--- config.mk ---
export PLATFORM = sky130hd
export DESIGN_NAME = framebuffer_writer_flat
export DESIGN_NICKNAME = d
export VERILOG_FILES = /design/src/rtl/framebuffer_writer_if.sv /design/src/rtl/framebuffer_writer.sv /design/src/flat_wrapper.sv
export SDC_FILE = /design/constraint.sdc
export NUM_CORES = 1
export LEC_CHECK = 0
export ABC_AREA = 1
export ABC_CLOCK_PERIOD_IN_PS = 4200
export BUFFER_PORTS_ARGS = -buffer_cell sky130_fd_sc_hd__buf_4
export CORE_MARGIN = 8
export CORE_UTILIZATION = 49
export CTS_CLUSTER_DIAMETER = 60
export CTS_CLUSTER_SIZE = 12
export DETAILED_ROUTE_END_ITERATION = 10
export MAX_ROUTING_LAYER = met4
export PLACE_DENSITY = 0.76
export SLEW_MARGIN = 20
export SYNTH_ARGS = -nofsm -noshare
export SYNTH_HDL_FRONTEND = slang
export SYNTH_SLANG_ARGS = --single-unit
--- constraint.sdc ---
create_clock -name clock -period 4.2 [get_ports clock]
set_input_delay 0 -clock clock [delete_from_list [all_inputs] [get_ports clock]]
set_output_delay 0 -clock clock [all_outputs]
set_load 0.02 [all_outputs]
--- src/rtl/framebuffer_writer_if.sv ---
// Command and framebuffer-write bus for framebuffer_writer.
// master: command source / RAM-side observer; slave: the writer block.
interface framebuffer_writer_if;
    logic        cmd_valid;
    logic        cmd_ready;
    logic [9:0]  cmd_x;
    logic [8:0]  cmd_y;
    logic [9:0]  cmd_w;
    logic [8:0]  cmd_h;
    logic [3:0]  cmd_color;
    logic        ram_we;
    logic [18:0] ram_addr;
    logic [3:0]  ram_wdata;
    logic        done;

    modport master (
        output cmd_valid, cmd_x, cmd_y, cmd_w, cmd_h, cmd_color,
        input  cmd_ready, ram_we, ram_addr, ram_wdata, done
    );

    modport slave (
        input  cmd_valid, cmd_x, cmd_y, cmd_w, cmd_h, cmd_color,
        output cmd_ready, ram_we, ram_addr, ram_wdata, done
    );
endinterface

--- src/rtl/framebuffer_writer.sv ---
// Rectangle-fill engine for a linear H_RES x V_RES palette framebuffer.
// A command is clipped once, then one pixel is written per cycle in raster
// order with an incrementally generated address.
// Optional macro FB_CLEAR_EN adds clear_req/clear_color: a full-screen clear
// that reuses the fill path as a H_RES x V_RES rectangle at (0,0).
module framebuffer_writer #(
    parameter int H_RES = 800,
    parameter int V_RES = 480
) (
    input  logic                 clock,
    input  logic                 reset,
`ifdef FB_CLEAR_EN
    input  logic                 clear_req,
    input  logic [3:0]           clear_color,
`endif
    framebuffer_writer_if.slave  bus
);

    typedef enum logic [1:0] {IDLE, CLIP, FILL, DONE} state_t;

    state_t      state_q, state_d;
    logic [9:0]  x_q, x_d;
    logic [8:0]  y_q, y_d;
    logic [9:0]  w_q, w_d;
    logic [8:0]  h_q, h_d;
    logic [3:0]  color_q, color_d;
    logic [10:0] x_end_q, x_end_d;
    logic [9:0]  y_end_q, y_end_d;
    logic [10:0] cur_x_q, cur_x_d;
    logic [9:0]  cur_y_q, cur_y_d;
    logic [18:0] line_addr_q, line_addr_d;
    logic        ram_we_q, ram_we_d;
    logic [18:0] ram_addr_q, ram_addr_d;
    logic [3:0]  ram_wdata_q, ram_wdata_d;
    logic        done_q, done_d;
    logic        cmd_ready_q, cmd_ready_d;

    logic        in_idle;
    logic        accept;
    logic [10:0] x_sum;
    logic [9:0]  y_sum;
    logic [10:0] x_lim;
    logic [9:0]  y_lim;
    logic        skip;
    logic        last_x;
    logic        last_y;
    logic [18:0] row_start;

    // Acceptance, clipping arithmetic and end-of-line/frame detection.
    always_comb begin
        in_idle   = (state_q == IDLE) && cmd_ready_q;
`ifdef FB_CLEAR_EN
        accept    = in_idle && (bus.cmd_valid || clear_req);
`else
        accept    = in_idle && bus.cmd_valid;
`endif
        x_sum     = {1'b0, x_q} + {1'b0, w_q};
        y_sum     = {1'b0, y_q} + {1'b0, h_q};
        x_lim     = (x_sum > 11'(H_RES)) ? 11'(H_RES) : x_sum;
        y_lim     = (y_sum > 10'(V_RES)) ? 10'(V_RES) : y_sum;
        skip      = (w_q == 10'd0) || (h_q == 9'd0) ||
                    ({1'b0, x_q} >= 11'(H_RES)) || ({1'b0, y_q} >= 10'(V_RES));
        last_x    = (cur_x_q + 11'd1) >= x_end_q;
        last_y    = (cur_y_q + 10'd1) >= y_end_q;
        // Multiply only once per command, in CLIP; the pixel loop just adds.
        row_start = 19'(y_q) * 19'(H_RES) + 19'(x_q);
    end

    // State and datapath registers; reset aborts any command in flight.
    always_ff @(posedge clock or negedge reset) begin
        if (!reset) begin
            state_q     <= IDLE;
            x_q         <= '0;
            y_q         <= '0;
            w_q         <= '0;
            h_q         <= '0;
            color_q     <= '0;
            x_end_q     <= '0;
            y_end_q     <= '0;
            cur_x_q     <= '0;
            cur_y_q     <= '0;
            line_addr_q <= '0;
            ram_we_q    <= 1'b0;
            ram_addr_q  <= '0;
            ram_wdata_q <= '0;
            done_q      <= 1'b0;
            cmd_ready_q <= 1'b0;
        end else begin
            state_q     <= state_d;
            x_q         <= x_d;
            y_q         <= y_d;
            w_q         <= w_d;
            h_q         <= h_d;
            color_q     <= color_d;
            x_end_q     <= x_end_d;
            y_end_q     <= y_end_d;
            cur_x_q     <= cur_x_d;
            cur_y_q     <= cur_y_d;
            line_addr_q <= line_addr_d;
            ram_we_q    <= ram_we_d;
            ram_addr_q  <= ram_addr_d;
            ram_wdata_q <= ram_wdata_d;
            done_q      <= done_d;
            cmd_ready_q <= cmd_ready_d;
        end
    end

    // Next-state: IDLE -> CLIP -> (FILL ->) DONE -> IDLE.
    always_comb begin
        state_d = state_q;
        case (state_q)
            IDLE: if (accept) state_d = CLIP;
            CLIP: state_d = skip ? DONE : FILL;
            FILL: if (last_x && last_y) state_d = DONE;
            DONE: state_d = IDLE;
            default: state_d = IDLE;
        endcase
    end

    // Outputs and counters, registered so they line up with the state they describe.
    always_comb begin
        x_d         = x_q;
        y_d         = y_q;
        w_d         = w_q;
        h_d         = h_q;
        color_d     = color_q;
        x_end_d     = x_end_q;
        y_end_d     = y_end_q;
        cur_x_d     = cur_x_q;
        cur_y_d     = cur_y_q;
        line_addr_d = line_addr_q;
        ram_we_d    = 1'b0;
        ram_addr_d  = ram_addr_q;
        ram_wdata_d = ram_wdata_q;
        done_d      = (state_d == DONE);
        cmd_ready_d = (state_d == IDLE);

        case (state_q)
            IDLE: begin
`ifdef FB_CLEAR_EN
                if (in_idle && clear_req) begin
                    x_d     = '0;
                    y_d     = '0;
                    w_d     = 10'(H_RES);
                    h_d     = 9'(V_RES);
                    color_d = clear_color;
                end else if (accept) begin
                    x_d     = bus.cmd_x;
                    y_d     = bus.cmd_y;
                    w_d     = bus.cmd_w;
                    h_d     = bus.cmd_h;
                    color_d = bus.cmd_color;
                end
`else
                if (accept) begin
                    x_d     = bus.cmd_x;
                    y_d     = bus.cmd_y;
                    w_d     = bus.cmd_w;
                    h_d     = bus.cmd_h;
                    color_d = bus.cmd_color;
                end
`endif
            end
            CLIP: begin
                x_end_d     = x_lim;
                y_end_d     = y_lim;
                cur_x_d     = {1'b0, x_q};
                cur_y_d     = {1'b0, y_q};
                line_addr_d = row_start;
                if (!skip) begin
                    ram_we_d    = 1'b1;
                    ram_addr_d  = row_start;
                    ram_wdata_d = color_q;
                end
            end
            FILL: begin
                if (!last_x) begin
                    cur_x_d    = cur_x_q + 11'd1;
                    ram_addr_d = ram_addr_q + 19'd1;
                    ram_we_d   = 1'b1;
                end else if (!last_y) begin
                    cur_x_d     = {1'b0, x_q};
                    cur_y_d     = cur_y_q + 10'd1;
                    line_addr_d = line_addr_q + 19'(H_RES);
                    ram_addr_d  = line_addr_q + 19'(H_RES);
                    ram_we_d    = 1'b1;
                end
            end
            default: ;
        endcase
    end

    assign bus.cmd_ready = cmd_ready_q;
    assign bus.ram_we    = ram_we_q;
    assign bus.ram_addr  = ram_addr_q;
    assign bus.ram_wdata = ram_wdata_q;
    assign bus.done      = done_q;

endmodule

--- src/flat_wrapper.sv ---
// flat-port wrapper written by rule: the top's interface ports become plain ports
module framebuffer_writer_flat 
#(
    parameter int H_RES = 800,
    parameter int V_RES = 480
)
  (clock, reset, bus_cmd_valid, bus_cmd_x, bus_cmd_y, bus_cmd_w, bus_cmd_h, bus_cmd_color, bus_cmd_ready, bus_ram_we, bus_ram_addr, bus_ram_wdata, bus_done);
  framebuffer_writer_if bus_i ();
  input  logic clock;
  input  logic reset;
  input wire logic [$bits(bus_i.cmd_valid)-1:0] bus_cmd_valid;
  input wire logic [$bits(bus_i.cmd_x)-1:0] bus_cmd_x;
  input wire logic [$bits(bus_i.cmd_y)-1:0] bus_cmd_y;
  input wire logic [$bits(bus_i.cmd_w)-1:0] bus_cmd_w;
  input wire logic [$bits(bus_i.cmd_h)-1:0] bus_cmd_h;
  input wire logic [$bits(bus_i.cmd_color)-1:0] bus_cmd_color;
  output wire logic [$bits(bus_i.cmd_ready)-1:0] bus_cmd_ready;
  output wire logic [$bits(bus_i.ram_we)-1:0] bus_ram_we;
  output wire logic [$bits(bus_i.ram_addr)-1:0] bus_ram_addr;
  output wire logic [$bits(bus_i.ram_wdata)-1:0] bus_ram_wdata;
  output wire logic [$bits(bus_i.done)-1:0] bus_done;
  assign bus_i.cmd_valid = bus_cmd_valid;
  assign bus_i.cmd_x = bus_cmd_x;
  assign bus_i.cmd_y = bus_cmd_y;
  assign bus_i.cmd_w = bus_cmd_w;
  assign bus_i.cmd_h = bus_cmd_h;
  assign bus_i.cmd_color = bus_cmd_color;
  assign bus_cmd_ready = bus_i.cmd_ready;
  assign bus_ram_we = bus_i.ram_we;
  assign bus_ram_addr = bus_i.ram_addr;
  assign bus_ram_wdata = bus_i.ram_wdata;
  assign bus_done = bus_i.done;
  framebuffer_writer #(.H_RES(H_RES), .V_RES(V_RES)) u_core (.clock(clock), .reset(reset), .bus(bus_i));
endmodule
==> metrics.md <==
| Metric | Value |
|---|---|
| First-pass GRT wire length | `40.4 mm` |
| Gr usage total | `21.4%` |
| Postcts setup bufs | `0` |
| Routability Congestion | `0.906` |
| Top delay family on crit path | `adder cells` |
| Worst-Skew Late Latency | `0.42 ns` |
| Skew final | `0.00777 ns` |
| Slowest CP cell | `dfrtp_1` |
| I/O pin cnt | `71` |
| Initial antenna violation count | `0` |
| Worst EP required | `4.51 ns` |
| Cell mode on critical path | `nand2_1` |
| Post-DP HPWL | `17.1 mm` |
| Buf/Inv on CP | `3` |
| Core area | `18800 sq um` |
| Antenna diodes | `0` |
| Levels on crit path | `18` |
| Largest net degree at the start of global routing | `82` |
| Met1 usage | `27.1%` |
| Detailed router's first-iteration violation count | `555` |
| Post-DRT Antenna Nets | `0` |
| CTS Root Cell | `clkbuf_16` |
| Layout cells sized above 1 | `11.5%` |
| Drt wl/cell | `15.3 um` |
| Top_reg_cell synth | `dfrtp_1` |
| Clock buffer depth | `2` |
| DRC errors left | `0` |
| Synth Cell Area | `9410 sq um` |
| GRT met3 Usage | `4.07%` |
| PostCTS Resize Cnt | `0` |
| Clock net sink count | `131` |
| Number of global-route vias before repair | `8340` |
| Post-route setup TNS | `0 ns` |
| Synthesis Warnings | `0` |
| Post-synth EDFFs | `0` |
| Pins Over Slew Limit | `0` |
| CTS tree | `yes` |
| Distinct cell type count of the synthesized netlist | `46` |
| Number of port buffers | `70` |
| Routed vias/inst | `5.29` |
| # fillers | `1637` |
| CTS Hold Buffers Added | `43` |
| Die area | `23900 sq um` |
| Status | `finished, final reports clean` |
| Fin crit period | `3.54 ns` |
| Final net count | `1479` |
| Setup CP Type | `reg -> reg` |
| Crit. End Element | `register` |
| Final hold viol count | `0` |
| Clk pin slew, worst setup/hold paths | `0.06 ns` |
| Net Count, Synth | `1370` |
| Syn-to-layout area delta | `18.8%` |
| F_max | `0.282 GHz` |
| Hold Path Class | `in -> async` |
| RSZ-0062 raised after global routing | `false` |
| Met2 Usage GRT | `34.2%` |
| Top Usage Layer GRT | `met2` |
| FFs w/ async S/R, synth | `100%` |
| Initial Utilization | `50.1%` |
| Die width | `155 um` |
| GRT overflow | `0` |
| TritonCTS Buffers | `17` |
| Fin Hold WS | `0.197 ns` |
| Synth Register Bits | `131` |
| Slowest cell delay on critical path | `0.49 ns` |
| Post-synthesis sequential area ratio | `34.8%` |
| Startpoint type of the worst setup path | `register` |
| Syn Area/Cell | `7.65 sq um` |
| Slew at the pin closest to its max-slew limit | `0.968 ns` |
| Vias | `8388` |
| CP arrival | `3.85 ns` |
| DRT Pass-1 Iters | `5` |
| Max-slew headroom | `35.4%` |
| Final cycle utilization of the critical path | `84.4%` |
| Reg2reg path depth | `18` |
| H-tree lvl count | `4` |
| Row cnt | `50` |
| CP Cell Sequence | `inv_1 -> ha_1 -> ha_1 -> fa_1 -> ha_1 -> inv_1 -> nand2_1 -> nand2_1 -> nor2_1 -> nand3_1 -> inv_1 -> nand3_1 -> nor2_1 -> a21oi_1 -> o21ai_0 -> nand2_1 -> nand2_1 -> nand2_1` |
| MaxCap Viol Count | `0` |
| Crit path max fanout | `8` |
| Routed WL | `24.3 mm` |
| Final setup vio count | `0` |
| DIE HEIGHT | `155 um` |
| Post-synthesis cell count | `1230` |
==> cell usage after synthesis, types with 2 or more instances <==
cell type / n / area, sq um
nand4_1: 21 / 131
nand2_8: 2 / 40.0
buf_4: 4 / 30.0
nand2_4: 2 / 22.5
nand3b_1: 5 / 37.5
nand2_1: 356 / 1340
o21ai_0: 80 / 400
or2_2: 3 / 18.8
nand3_1: 66 / 330
nand3_4: 2 / 35.0
fa_1: 7 / 140
o21bai_1: 3 / 22.5
a31oi_1: 4 / 25.0
xor2_1: 38 / 333
o21a_1: 3 / 22.5
o31ai_1: 5 / 37.5
o31ai_2: 2 / 25.0
o211ai_1: 4 / 30.0
ha_1: 88 / 1100
o21ai_1: 12 / 60.1
nor4_1: 4 / 25.0
mux2_2: 29 / 327
clkbuf_1: 14 / 52.6
inv_1: 147 / 552
dfrtp_1: 131 / 3280
nor2_1: 95 / 357
buf_2: 6 / 30.0
o22ai_1: 2 / 12.5
xnor2_1: 16 / 140
a211oi_1: 2 / 15.0
buf_6: 2 / 22.5
nor3_1: 10 / 50.1
a21oi_1: 48 / 240
buf_1: 3 / 11.3
a21o_1: 3 / 22.5
==> state kept, by name, indices dropped and copies added (netlist names) <==
signal                cells
u_core.cur_y_q           10
u_core.w_q               10
u_core.y_q                9
u_core.bus.done           1
u_core.bus.ram_addr      19
u_core.h_q                9
u_core.line_addr_q       19
u_core.bus.ram_wdata      4
u_core.x_q               10
u_core.cur_x_q           11
u_core.x_end_q           11
u_core.color_q            4
u_core.bus.cmd_ready      1
u_core.y_end_q           10
u_core.bus.ram_we         1
u_core.state_q            2
==> layer usage <==
metal  wire, um  vias to the layer above
met5          0                        -
met3       1210                       45
met4        425                        0
met2      11300                      232
met1      11400                     3888
li1           -                     4223
==> final cells by class <==
type	count	area [sq um]	area share (%)
Clock buffer	19	433	3.87
Clock inverter	13	184	1.65
Inverter	150	569	5.09
Multi-Input combinational cell	919	5410	48.4
Sequential cell	131	3280	29.3
Tap cell	234	293	2.62
Timing Repair Buffer	120	1010	9.06
==> path summary, 6_finish.rpt <==
check                                         startpoint                             endpoint  slack (ns)
min in group clock                         bus_cmd_valid            u_core.w_q[1]$_DFFE_PN0P_        0.29
max reg2reg                    u_core.y_q[2]$_DFFE_PN0P_  u_core.bus.ram_addr[15]$_DFFE_PN0P_        0.66
max in group asynchronous                          reset            u_core.w_q[9]$_DFFE_PN0P_        2.87
min reg2reg                u_core.y_end_q[1]$_DFFE_PN0P_        u_core.y_end_q[1]$_DFFE_PN0P_        0.48
min                                                reset  u_core.bus.ram_addr[15]$_DFFE_PN0P_        0.20
max                            u_core.y_q[2]$_DFFE_PN0P_  u_core.bus.ram_addr[15]$_DFFE_PN0P_        0.66
==> placed cells by master (no fill, tap or decap), drive strengths merged, types with 5 or more instances in the layout <==
master / synthesis / routed
clkinv: 1 / 6
xor2: 38 / 38
nor2: 96 / 96
nand3: 68 / 68
o31ai: 7 / 7
a21oi: 49 / 49
nand3b: 5 / 5
buf: 16 / 77
ha: 88 / 88
fa: 7 / 7
nand2: 360 / 360
inv: 149 / 150
nand4: 21 / 21
mux2: 29 / 29
dlygate4sd3: 0 / 43
nor3: 10 / 10
dfrtp: 131 / 131
o21ai: 92 / 92
xnor2: 16 / 16
clkbuf: 14 / 19
==> logic make-up (layout without fill, tap and decap cells) <==
| group | Yosys count | after routing | synth area share [%] |
|---|---|---|---|
| buffers and inverters | 180 | 302 | 7.76 |
| xor gates and xnor gates | 54 | 54 | 5.03 |
| and+or+nand+nor | 570 | 570 | 25.7 |
| DFF | 131 | 131 | 34.8 |
| adders and majority gates | 95 | 95 | 13.2 |
| muxes | 29 | 29 | 3.47 |
| AOI/OAI and AO/OA | 171 | 171 | 10.0 |
==> metrics by stage <==
step | instances | area [sq um] | utilization [%] | setup WS [ns]
after floorplan | 1230 | 9410 | - | 1.10
after global placement | 1511 | 10100 | 54.0 | 0.801
after detailed placement | 1511 | 10100 | 54.0 | 0.698
after CTS | 1586 | 11200 | 59.5 | 0.675
after global routing | 1586 | 11200 | 59.5 | 0.246
final | 1586 | 11200 | 59.5 | 0.655
Power is not shown: default switching activity piles up to over one toggle a cycle in this logic, so the estimate is an artifact.
